$ cat src/rtl/cacheline_burst_adapter.sv
// cacheline_burst_adapter: one cache-line read/write <-> fixed-length
// burst of BUS_W-bit beats on the memory port.
module cacheline_burst_adapter #(
  parameter int ADDR_W = 32,
  parameter int LINE_W = 256,
  parameter int BUS_W  = 64
) (
  input  logic              clk,
  input  logic              rst_n,
  input  logic [ADDR_W-1:0] ufp_addr,
  input  logic              ufp_read,
  input  logic              ufp_write,
  input  logic [LINE_W-1:0] ufp_wdata,
  output logic [LINE_W-1:0] ufp_rdata,
  output logic              ufp_resp,
  output logic              ufp_err,
  output logic [ADDR_W-1:0] dfp_addr,
  output logic              dfp_read,
  output logic              dfp_write,
  output logic [BUS_W-1:0]  dfp_wdata,
  input  logic              dfp_ready,
  input  logic [ADDR_W-1:0] dfp_raddr,
  input  logic [BUS_W-1:0]  dfp_rdata,
  input  logic              dfp_rvalid
);

  localparam int BEATS = LINE_W / BUS_W;
  localparam int OFF_W = $clog2(LINE_W / 8);
  localparam int CNT_W = $clog2(BEATS);
  localparam logic [CNT_W-1:0] LAST = CNT_W'(BEATS - 1);
  localparam logic [ADDR_W-1:0] OFF_MASK =
    ADDR_W'((64'd1 << OFF_W) - 64'd1);

  typedef enum logic [2:0] {
    IDLE, RD_REQ, RD_BURST, WR_BURST, RESP
  } state_t;

  state_t state_q, state_d;

  logic [CNT_W-1:0]  cnt_q;
  logic [ADDR_W-1:0] addr_q;
  logic [LINE_W-1:0] wbuf_q;
  logic [LINE_W-1:0] rbuf_q;
  logic              err_q;

  logic start_wr, start_rd;
  logic rd_beat, wr_beat;

  logic [ADDR_W-1:0] aligned;
  assign aligned = ufp_addr & ~OFF_MASK;

  assign ufp_rdata = rbuf_q;
  assign dfp_addr  = addr_q;

  always_ff @(posedge clk or negedge rst_n) begin
    if (!rst_n) state_q <= IDLE;
    else        state_q <= state_d;
  end

  always_comb begin
    state_d   = state_q;
    start_wr  = 1'b0;
    start_rd  = 1'b0;
    rd_beat   = 1'b0;
    wr_beat   = 1'b0;
    ufp_resp  = 1'b0;
    ufp_err   = 1'b0;
    dfp_read  = 1'b0;
    dfp_write = 1'b0;
    dfp_wdata = '0;
    unique case (state_q)
      IDLE: begin
        // write wins when both requests are up
        if (ufp_write) begin
          start_wr = 1'b1;
          state_d  = WR_BURST;
        end else if (ufp_read) begin
          start_rd = 1'b1;
          state_d  = RD_REQ;
        end
      end
      RD_REQ: begin
        dfp_read = 1'b1;
        if (dfp_ready) state_d = RD_BURST;
      end
      RD_BURST: begin
        if (dfp_rvalid) begin
          rd_beat = 1'b1;
          if (cnt_q == LAST) state_d = RESP;
        end
      end
      WR_BURST: begin
        dfp_write = 1'b1;
        dfp_wdata = wbuf_q[int'(cnt_q)*BUS_W +: BUS_W];
        if (dfp_ready) begin
          wr_beat = 1'b1;
          if (cnt_q == LAST) state_d = RESP;
        end
      end
      RESP: begin
        ufp_resp = 1'b1;
        ufp_err  = err_q;
        state_d  = IDLE;
      end
      default: state_d = IDLE;
    endcase
  end

  always_ff @(posedge clk or negedge rst_n) begin
    if (!rst_n) begin
      cnt_q  <= '0;
      addr_q <= '0;
      wbuf_q <= '0;
      rbuf_q <= '0;
      err_q  <= 1'b0;
    end else begin
      if (start_wr) begin
        addr_q <= aligned;
        wbuf_q <= ufp_wdata;
        cnt_q  <= '0;
        err_q  <= 1'b0;
      end
      if (start_rd) begin
        addr_q <= aligned;
        cnt_q  <= '0;
        err_q  <= 1'b0;
      end
      if (rd_beat) begin
        rbuf_q[int'(cnt_q)*BUS_W +: BUS_W] <= dfp_rdata;
        cnt_q <= cnt_q + 1'b1;
        // any beat tagged with a foreign line poisons the response
        if (dfp_raddr != addr_q) err_q <= 1'b1;
      end
      if (wr_beat) cnt_q <= cnt_q + 1'b1;
    end
  end

endmodule

$ cat config.mk
export PLATFORM = sky130hd
export DESIGN_NAME = cacheline_burst_adapter
export DESIGN_NICKNAME = d
export VERILOG_FILES = /design/src/rtl/cacheline_burst_adapter.sv
export SDC_FILE = /design/constraint.sdc
export NUM_CORES = 1
export LEC_CHECK = 0
export BUFFER_PORTS_ARGS = -buffer_cell sky130_fd_sc_hd__buf_2
export CORE_AREA = 4 4 289 291
export CTS_BUF_LIST = sky130_fd_sc_hd__clkbuf_8 sky130_fd_sc_hd__clkbuf_16
export CTS_CLUSTER_SIZE = 30
export DETAILED_ROUTE_END_ITERATION = 16
export DIE_AREA = 0 0 293 295
export GPL_ROUTABILITY_DRIVEN = 0
export PLACE_DENSITY_LB_ADDON = 0.25
export SETUP_SLACK_MARGIN = 0.3
export SKIP_CTS_REPAIR_TIMING = 1
export SLEW_MARGIN = 0
export SYNTH_ARGS = -nofsm -noshare
export SYNTH_HDL_FRONTEND = slang
export SYNTH_SLANG_ARGS = --single-unit
export TNS_END_PERCENT = 30
$ cat constraint.sdc
create_clock -name clk -period 5.99 [get_ports clk]
set_input_delay 0 -clock clk [delete_from_list [all_inputs] [get_ports clk]]
set_output_delay 0 -clock clk [all_outputs]
set_load 0.005 [all_outputs]
# == Word level (Yosys, flattened, before mapping) ==
# Cells that the tools add are included.
# word_totals
ff_bits,550
word_cells,57
inputBits,390
# op_classes
addsub,2
reduce_logical,4
shifts,3
n_eq_ne,10
muxes,32
# ops
op,n
256-bit bitwise mux,1
"64-bit by 33-bit variable shift with 256-bit output, first input constant",1
256-bit by 9-bit variable part select with 64-bit output,1
64-bit by 33-bit variable part select with 256-bit output,1
32-bit 2-to-1 mux,2
64-bit 2-to-1 mux,1
8-bit negator with 33-bit output,1
32-bit != test,1
3-bit 2-to-1 mux,6
1-bit 2-to-1 mux,17
3-bit case mux with 4 select lines,1
2-bit 2-to-1 mux,4
"3-bit by 2-bit == test with 1-bit output, second input constant",2
"2-bit != test, second input constant",3
4-bit AND reduction,1
4-bit nonzero test,1
"3-bit by 1-bit == test with 1-bit output, second input constant",1
"3-bit == test, second input constant",1
3-bit zero test,1
"3-bit != test, second input constant",1
"2-bit by 1-bit adder with 2-bit output, second input constant",1
"2-bit == test, second input constant",1
2-bit nonzero test,1

# == Depth between registers and ports, before layout ==
# depth
depth_word,6
ltp_mapped,10
ltp_nobuf,6

# == Least setup slack after synthesis ==
# OpenSTA, ideal clock, no wires.
# synth_timing
kind,reg2reg
start,register cnt_q[1]
end,register rbuf_q[152] (netlist: ufp_rdata[152])
t_arrival_ns,2.317
synth_period_minus_slack_ns,2.399
setup_ns,0.083
required_time_ns,5.907
path_stages_with_launch,10
path_slack_ns,3.591
path_cell_list,dfrtp_1 buf_2 buf_1 inv_1 ha_1 inv_1 nor3_4 clkbuf_1 nand2_1 o21ai_0
# synth_via
elab_chain_len,3
elab_cells_between_ends,4
cone_classes,1 x add/sub; 2 x shift; 1 x mux
# synth_lines
element,line_no,source
from (decl),40,logic [CNT_W-1:0] cnt_q;
from (signal assigned),130,cnt_q <= cnt_q + 1'b1;
from (signal assigned),134,if (wr_beat) cnt_q <= cnt_q + 1'b1;
8-bit negator with 33-bit output *,129,rbuf_q[int'(cnt_q)*BUS_W +: BUS_W] <= dfp_rdata;
64-bit by 33-bit variable part select with 256-bit output / 64-bit by 33-bit variable shift with 256-bit output (equally long branches),129,
256-bit bitwise mux *,129,
"to (signal, indexed assignment)",129,
to (decl),43,logic [LINE_W-1:0] rbuf_q;
# Every way passes the cells marked *; elsewhere a longest branch is shown, timed or not.
# A chain may end at the register's enable or synchronous reset.

# == Worst setup path after layout ==
# layout_timing
start,register cnt_q[0]
end,output dfp_wdata[43]
# layout_via
elab_chain_len,2
# layout_lines
element,line_no,source
256-bit by 9-bit variable part select with 64-bit output,94,dfp_wdata = wbuf_q[int'(cnt_q)*BUS_W +: BUS_W];
64-bit 2-to-1 mux,71,unique case (state_q)
to (decl),20,"output logic [BUS_W-1:0] dfp_wdata,"
# No other way between the ends.

==> reports/qor.csv <==
stage,metric,value,unit
floorplan,top-level I/O count,746,
clock_tree,CTS Buffer Depth,3,
sta,RSZ-0062 raised after global routing,false,
place,Post-DP Area,28650,µm²
clock_tree,CTS tree,done,
logic_synthesis,sequential element share of the synthesized area,55.65,%
routing,vias post-DR,18987,
routing,Initial DRC Count,870,
power_and_ir_drop,Tot Pwr,15.28,mW
routing,DR DRC count,0,
logic_synthesis,count of distinct cell types in the synthesized netlist,39,
global_routing,largest net degree at the start of global routing,161,
worst_setup_path,CP max-delay cell,buf_4,
final_layout,synth-to-layout area growth,40.37,%
clock_tree,Clock Root Buffer,clkbuf_16,
sta,setup tns final,0,ns
place,DP Cell Count,3680,
sta,min setup slack post-route,2.656,ns
logic_synthesis,Synth Area in Simple Gates,11.76,%
min_path,Hold Path End,cnt_q[1]$_DFFE_PN0P_,
logic_synthesis,Synth Warn #,0,
floorplan,full die area,86440,µm²
worst_setup_path,RR Startpoint,cnt_q[0]$_DFFE_PN0P_,
global_routing,first-pass GRT wire length,117000,µm
outcome,status,"finished, final reports clean",
sta,Tightest Pin Transition,1.201,ns
sta,Fin. Hold Viols,0,
clock_tree,"Clk Latency, worst-skew pair",0.64,ns
floorplan,Initial Util,30.43,%
global_routing,GRT Total Usage,17.33,%
sta,final max-slew violation count,0,
clock_tree,htree depth,2,
final_layout,design area,34400,µm²
logic_synthesis,asr flop ratio synth,100.0,%
sta,Max Fclk,299.9,MHz
routing,"antenna viol nets, final",0,
worst_setup_path,R2R setup slack,2.70,ns
min_path,Hold Path Stages,4,
logic_synthesis,Yosys reg bits,545,
logic_synthesis,XOR/XNOR Fraction of Synth Area,0.9649,%
sta,clk_skew,0.02740,ns
global_routing,vias in the first global route,18470,
routing,drt total wl,81080,µm
global_routing,total gr overflow,0,
floorplan,Die Y,295,µm
logic_synthesis,post-synthesis compound-gate area fraction,5.437,%
worst_setup_path,CP endpoint kind,primary output,
logic_synthesis,Post-Syn Instances,2004,
worst_setup_path,"Data required, critical path",5.99,ns
worst_setup_path,Reg2Reg Depth,7,
logic_synthesis,average size of a mapped cell,12.23,µm²
place,DP Wirelength,56170,µm
routing,first drt pass iteration count,5,
place,port bufs,735,
worst_setup_path,"slowest stage delay, CP",0.86,ns
power_and_ir_drop,Max VDD drop,0.2285,mV
logic_synthesis,largest family of logic cells by synthesized area,multiplexers,
final_layout,share of layout cells above drive strength 1,38.39,%
worst_setup_path,"Largest delay share family, worst path",buffers and inverters,
final_layout,post-layout util,42.71,%
worst_setup_path,"Max FO, Critical Path",42,
job,MaxCap Viol Count,0,
routing,vias per inst,4.567,
final_layout,NumNets Final,3442,
logic_synthesis,Post-synth EDFFs,0,
worst_setup_path,Setup crit start kind,flip-flop,
global_routing,initial antenna violation count,3,
final_layout,Multi-input gate area,9771,µm²
worst_setup_path,"Cell Chain, Critical Path",buf_4 > mux4_2 > and2_1 > buf_2,
logic_synthesis,Post-Syn Area,24510,µm²
worst_setup_path,worst path bufs/invs,2,
logic_synthesis,post-synthesis mux area share,21.15,%
final_layout,Register Area,13650,µm²
place,DP Worst Slack,2.635,ns
routing,WL/cell,19.50,µm
clock_tree,CTS Buf Count,61,
logic_synthesis,dominant synthesized flop cell,dfrtp_1,
final_layout,Finished Layout Cells,4157,
clock_tree,Sink Count,545,
worst_setup_path,"Arr. time, crit path",3.33,ns
logic_synthesis,Synth Area in Adders,0.3063,%
power_and_ir_drop,PD cells,444.2,nW/µm²
final_layout,layout filler cell count,7558,
power_and_ir_drop,Lkg Pwr,16.57,nW
min_path,min-delay worst type,in -> reg,
floorplan,die width,293,µm
sta,max_slew headroom,19.60,%
sta,WHS,0.01051,ns
min_path,Hold Crit Start,ufp_read,
sta,min Tclk post-route,3.334,ns
worst_setup_path,critical path type,reg -> out,
worst_setup_path,reg-to-reg endpoint,ufp_rdata[0]$_DFFE_PN0P_,
clock_tree,clock slew at reported path FFs,0.07,ns
sta,Tcrit/Tclk final,55.66,%
sta,# setup viols final,0,
floorplan,FP Rows,104,
floorplan,core area,80550,µm²
==> Yosys cell counts (2+ instances only) <==
cell type,instances,area (µm²)
and2_1,65,406.6
and3_1,2,12.51
buf_12,22,440.4
buf_2,52,260.3
buf_4,6,45.04
buf_6,21,236.5
clkbuf_1,41,153.9
dfrtp_1,545,13640
ha_1,6,75.07
inv_1,3,11.26
mux2_2,27,304.0
mux2_4,229,3438
mux4_2,64,1441
nand2_1,599,2248
nand3_1,3,15.01
nand4_1,6,37.54
nor2_1,3,11.26
nor2b_1,2,12.51
nor3_4,3,48.80
nor3b_1,2,15.01
nor4_1,2,12.51
o21ai_0,170,850.8
o21ai_1,90,450.4
xnor2_1,24,210.2
xor2_1,3,26.28
==> cells in the final DEF, fill, tap and decap left out, types with 2 or more instances in the layout <==
master / n
clkbuf_16: 61
inv_1: 17
nor3_4: 3
o21ai_1: 90
mux2_4: 229
xnor2_1: 24
bufinv_16: 8
buf_4: 17
nor2_1: 3
clkinv_16: 2
mux2_2: 27
nand4_1: 6
o21ai_0: 169
nand2_1: 595
xor2_1: 3
nor3b_1: 2
nand3_1: 3
clkinv_2: 9
mux4_2: 64
buf_12: 4
dfrtp_1: 543
dfrtp_4: 2
ha_1: 6
dlygate4sd3_1: 363
clkinv_4: 4
nor4_1: 2
diode_2: 5
clkbuf_8: 10
conb_1: 5
buf_2: 734
nand2_4: 4
and2_1: 65
==> power by group <==
part / leakage, nW / total, mW / internal [mW] / switching [mW]
registers: 6.96 / 5.93 / 5.03 / 0.907
clock network: 1.09 / 3.89 / 2.32 / 1.57
logic: 8.52 / 5.46 / 3.12 / 2.34
==> worst max path at each step <==
stage	start	end	slack, ns	cells after the start
after CTS	cnt_q[0]$_DFFE_PN0P_	dfp_wdata[43]	2.41	4
after global placement	cnt_q[1]$_DFFE_PN0P_	ufp_rdata[192]$_DFFE_PN0P_	2.74	6
after global routing	cnt_q[0]$_DFFE_PN0P_	dfp_wdata[43]	2.32	4
after detailed placement	cnt_q[0]$_DFFE_PN0P_	ufp_rdata[1]$_DFFE_PN0P_	2.64	7
after floorplan	cnt_q[1]$_DFFE_PN0P_	ufp_rdata[152]$_DFFE_PN0P_	3.59	9
final	cnt_q[0]$_DFFE_PN0P_	dfp_wdata[43]	2.66	4
==> registers in the layout (all words and copies together), names as in the netlist <==
| register | flops |
|---|---|
| cnt_q | 2 |
| err_q | 1 |
| ufp_rdata | 256 |
| wbuf_q | 256 |
| state_q | 3 |
| dfp_addr | 27 |
==> metal layers <==
| metal | share of wire [%] | vias to the layer above | track usage (%) |
|---|---|---|---|
| met5 | 0 | - | 0 |
| met4 | 3.9 | 0 | 6.592 |
| met3 | 7.1 | 161 | 5.198 |
| met2 | 49 | 677 | 29.04 |
| met1 | 40 | 9327 | 21.16 |
| li1 | - | 8822 | - |
==> kinds of logic (layout without fill, tap and decap cells) <==
family	after synthesis	in the layout
XOR/XNOR	27	27
AO/OA/AOI/OAI	264	264
other	1	10
adder cells (fa/ha/maj)	6	6
buffers and inverters	147	1231
AND/OR/NAND/NOR	694	694
flip-flops	545	545
multiplexers	320	320
==> worst min-delay path: stages <==
cell     delay (ns)
buf_2          0.09
o21ai_2        0.24
nand3_1        0.17
o21ai_0        0.08
==> cell type report <==
cell class | instances | area share (%)
diodes | 5 | 0.03637
clock buffers | 71 | 4.837
clock inverters | 38 | 1.284
inverters | 3 | 0.03273
multi-input cells | 1316 | 28.40
flip-flops and latches | 545 | 39.67
well taps | 1060 | 3.855
repair buffers | 1119 | 21.89
Power figures use the tool's default switching activity.
